$ cat src/rtl/ser_pkg.sv
// Shared types and default sizing for the serializer and its downstream
// 4-bit serial-in shift register.
package ser_pkg;

  typedef enum logic {
    IDLE  = 1'b0,
    SHIFT = 1'b1
  } ser_state_e;

  localparam int SER_WIDTH = 4;
  localparam int SER_DIV   = 1;

  // Counter width that stays at least one bit even for a divide-by-one.
  function automatic int cnt_w(input int n);
    return (n > 1) ? $clog2(n) : 1;
  endfunction

endpackage

$ cat src/rtl/bit_tick_gen.sv
// Bit-period clock-enable divider: marks the first and last cycle of each
// serial bit period while enabled; restart realigns to a fresh period.
module bit_tick_gen
  import ser_pkg::*;
#(
  parameter int DIV = SER_DIV
) (
  input  logic clk,
  input  logic rst,
  input  logic en,
  input  logic restart,
  output logic per_start,
  output logic per_end
);

  localparam int            CW   = cnt_w(DIV);
  localparam logic [CW-1:0] LAST = CW'(DIV - 1);

  logic [CW-1:0] div_cnt;

  always_ff @(posedge clk or posedge rst) begin
    if (rst)                                  div_cnt <= '0;
    else if (restart || !en || div_cnt == LAST) div_cnt <= '0;
    else                                      div_cnt <= div_cnt + CW'(1);
  end

  assign per_start = en && (div_cnt == '0);
  assign per_end   = en && (div_cnt == LAST);

endmodule

$ cat src/rtl/piso_serializer.sv
// Parallel-in/serial-out serializer with valid/ready input and a divided
// bit rate; back-to-back words stream with no idle bit between them.
module piso_serializer
  import ser_pkg::*;
#(
  parameter int WIDTH     = SER_WIDTH,
  parameter int DIV       = SER_DIV,
  parameter bit MSB_FIRST = 1'b1
) (
  input  logic             clk,
  input  logic             rst,
  input  logic [WIDTH-1:0] din,
  input  logic             din_valid,
  output logic             din_ready,
  output logic             out,
  output logic             out_valid,
  output logic             bit_stb,
  output logic             busy,
  output logic             done
);

  localparam int            BW    = $clog2(WIDTH);
  localparam logic [BW-1:0] LASTB = BW'(WIDTH - 1);

  ser_state_e       state, state_nxt;
  logic [WIDTH-1:0] shreg;
  logic [BW-1:0]    bit_cnt;
  logic             done_q;
  logic             per_start, per_end, word_end, accept;

  assign busy = (state == SHIFT);

  bit_tick_gen #(.DIV(DIV)) u_tick (
    .clk       (clk),
    .rst       (rst),
    .en        (busy),
    .restart   (accept),
    .per_start (per_start),
    .per_end   (per_end)
  );

  assign word_end = per_end && (bit_cnt == LASTB);
  assign accept   = din_valid && din_ready;

  // Ready opens only in IDLE and on the final cycle of a word, so a held
  // din_valid can never reload the word already being shifted.
  always_comb begin
    state_nxt = state;
    din_ready = 1'b0;
    case (state)
      IDLE: begin
        din_ready = 1'b1;
        if (din_valid) state_nxt = SHIFT;
      end
      SHIFT: begin
        din_ready = word_end;
        if (word_end && !din_valid) state_nxt = IDLE;
      end
      default: state_nxt = IDLE;
    endcase
  end

  always_ff @(posedge clk or posedge rst) begin
    if (rst) state <= IDLE;
    else     state <= state_nxt;
  end

  always_ff @(posedge clk or posedge rst) begin
    if (rst) begin
      shreg   <= '0;
      bit_cnt <= '0;
      done_q  <= 1'b0;
    end else begin
      done_q <= word_end;
      if (accept) begin
        shreg   <= din;
        bit_cnt <= '0;
      end else if (per_end) begin
        shreg   <= MSB_FIRST ? {shreg[WIDTH-2:0], 1'b0} : {1'b0, shreg[WIDTH-1:1]};
        bit_cnt <= word_end ? '0 : bit_cnt + BW'(1);
      end
    end
  end

  assign out       = busy && (MSB_FIRST ? shreg[WIDTH-1] : shreg[0]);
  assign out_valid = busy;
  assign bit_stb   = per_start;
  assign done      = done_q;

endmodule

$ cat config.mk
export PLATFORM = sky130hd
export DESIGN_NAME = piso_serializer
export DESIGN_NICKNAME = d
export VERILOG_FILES = /design/src/rtl/ser_pkg.sv /design/src/rtl/bit_tick_gen.sv /design/src/rtl/piso_serializer.sv
export SDC_FILE = /design/constraint.sdc
export NUM_CORES = 1
export LEC_CHECK = 0
export ABC_AREA = 1
export ABC_CLOCK_PERIOD_IN_PS = 1300
export CAP_MARGIN = 20
export CORE_AREA = 2 2 39 41
export DETAILED_ROUTE_END_ITERATION = 10
export DIE_AREA = 0 0 41 43
export SLEW_MARGIN = 20
export SYNTH_ARGS = -nofsm -noshare
export SYNTH_HDL_FRONTEND = slang
export SYNTH_SLANG_ARGS = --single-unit
$ cat constraint.sdc
create_clock -name clk -period 1.3 [get_ports clk]
set_input_delay 0.26 -clock clk [delete_from_list [all_inputs] [get_ports clk]]
set_output_delay 0.26 -clock clk [all_outputs]
set_load 0.02 [all_outputs]
==> flow_summary.ini, run 1 <==
[timing]
rsz0062_at_grt = true
finalHoldViolations = 0
fmax_ghz = 0.738
period_share_pct = 104
clock_skew_ps = 6.91
maxSlewViolCount = 0
hold_ws_ps = 256
fin_ws_ps = -54.2
min_period_ps = 1350
finalSetupViolCount = 1

[critical_path]
crit_path_end = din_ready
crit_required_ps = 1040
startpoint = bit_cnt[0]$_DFFE_PP0P_
arrival_ps = 1090
critPathKind = register to output port
critPathSlowestCell = dfrtp_1
critPathLaunchType = register
reg2reg_depth = 7
r2r-start = bit_cnt[0]$_DFFE_PP0P_
r2r_setup_slack_ps = 90
slowest_delay_ps = 350
worstPathMaxFanout = 2
cp_cell_sequence = ha_2, inv_2, o21ai_4, buf_6
endpoint_kind = output port
reg2reg_to = shreg[0]$_DFFE_PP0P_

[clocking]
tritoncts = done
clk_latency_ps = 260
clock-root-buffer = clkbuf_4
clkTransAtPathRegs_ps = 60
htreeDepth = 1
numCtsBuffers = 3
clockBufferDepth = 2
clock_sink_count = 9

[cells_and_area]
drive_above_1_share_pct = 28.7
fillCellCount = 144
final_cell_mix = nand2_1 (20), inv_1 (9), nand3_1 (9), dfrtp_1 (8)
final_common_cell = nand2_1
design_area_um2 = 678
insertedDiodeCount = 0
syn_to_final_growth_pct = 46.9
final_net_count = 89

[die]
ioPinCount = 13
core_area_mm2 = 0.00138
die_h_um = 43
num_rows = 14
start_util_pct = 33.4
die_x_um = 41
dieArea_mm2 = 0.00176

[global_route]
antenna_found_initial = 0
met1_usage_pct = 18.6
grt_max_degree = 10
use_met2_pct = 16.9
top_usage_layer = met1
grt_pass1_vias = 352
grtUsageTotal_pct = 13.6
grt_pass1_wl_um = 1540
overflow = 0
met3_usage_pct = 7.85

[placement]
post-dp-hpwl_um = 614
gp_congestion = 0.688
portBuffers = 12
place_ws_ps = -239
placed_area_um2 = 624

[yosys]
ys_ff_latch = 9
avgSynthCellArea_um2 = 7.96
yosysWarnings = 0
synth_cell_types = 13
synth_cells = 58
seq_area_frac_synth_pct = 48.8
syn_area_um2 = 462
syn-num-nets = 66

[power_and_ir_drop]
vdd_ir_drop_max_mv = 0.971
pwr_density_cell_mw_per_mm2 = 1690
leakagePower_nw = 0.380

[route]
ant_nets = 0
initialDrtViolationCount = 8
dr.pass1.iters = 4
drt-wirelength-per-cell_um = 9.25
drc = 0
routed_wl_um = 888
via_per_inst = 4.30
vias = 413

[outcome]
violations = setup timing
status = finished with violations

[hold_path]
hold_class = input pin to asynchronous set/reset pin

[run]
drv_cap = 0
==> power breakdown <==
| part | leakage (nW) | internal (mW) | switching [mW] |
|---|---|---|---|
| clock network | 0.0150 | 0.118 | 0.0996 |
| registers | 0.112 | 0.368 | 0.0494 |
| logic | 0.253 | 0.238 | 0.271 |
==> worst min path at each step <==
stage | slack [ps] | startpoint | cells past startpoint | endpoint
floorplan | 90 | rst | 1 | bit_cnt[0]$_DFFE_PP0P_
global placement | 490 | shreg[0]$_DFFE_PP0P_ | 2 | shreg[0]$_DFFE_PP0P_
detailed placement | 490 | shreg[0]$_DFFE_PP0P_ | 2 | shreg[0]$_DFFE_PP0P_
global route | 290 | rst | 2 | done$_DFF_PP0_
finish | 260 | rst | 2 | done$_DFF_PP0_
CTS | 270 | rst | 2 | done$_DFF_PP0_
==> what timing repair did <==
item                                    CTS  global route
gates resized for setup                  29             2
endpoints found under the setup margin    6             5
pin swaps                                 0             1
hold endpoints to repair                  0             0
hold buffers                              0             0
setup buffers                             2             1
==> cells in the mapped netlist (all sizes together) <==
master / instances / area share [%]
buf: 1 / 1.6
conb: 1 / 0.81
dfrtp: 9 / 49
ha: 1 / 2.7
inv: 12 / 9.8
nand2: 21 / 19
nand3: 9 / 9.8
nor2: 2 / 3.3
o21ai: 2 / 4.6
==> registers in the layout, indices dropped and copies added, names as in the netlist <==
name	flops
done	1
bit_cnt	2
u_tick.div_cnt	1
shreg	4
busy	1
==> stage by stage <==
step	power [mW]	cells	setup TNS (ps)	utilization, %
after floorplan	0.709	58	0	-
after global placement	0.885	89	-762	45.1
after detailed placement	0.892	89	-791	45.1
after CTS	1.13	95	-62.9	48.3
after global routing	1.26	96	-142	49.0
final	1.14	96	-54.2	49.0
==> logic make-up after synthesis <==
family | share of synthesized area (%)
AND/OR/NAND/NOR | 31.7
buffers and inverters | 11.4
flip-flops | 48.8
AO/OA/AOI/OAI | 4.61
adder cells (fa/ha/maj) | 2.71
other | 0.812
==> final cells by class <==
type	instances	area [um2]	area share, %
Clock buffer	4	26.3	3.87
Inverter	12	47.5	7.01
Multi-Input combinational cell	36	195	28.8
Sequential cell	9	226	33.4
Tap cell	16	20.0	2.95
Timing Repair Buffer	19	163	24.0
==> critical path, delay by kind of cell (launching register included) <==
kind	cells	cell delay [ps]
DFF	1	350
AOI/OAI and AO/OA	1	130
adders and majority gates	1	170
buffers and inverters	2	170
==> routing by layer <==
metal  vias up  wire [um]
li1        217          -
met1       180        373
met2        14        444
met3         2         62
met4         0          8
met5         -          0
Note: power is estimated with default switching activity, not from simulation.
==> inputs of run 2 (changes only) <==
--- a/config.mk
+++ b/config.mk
@@ -11,6 +11,7 @@
 export CORE_AREA = 2 2 39 41
 export DETAILED_ROUTE_END_ITERATION = 10
 export DIE_AREA = 0 0 41 43
+export HOLD_SLACK_MARGIN = 0.1
 export SLEW_MARGIN = 20
 export SYNTH_ARGS = -nofsm -noshare
 export SYNTH_HDL_FRONTEND = slang
==> results of run 2 <==
Final layout, timing and power as in run 1 (identical DEF).
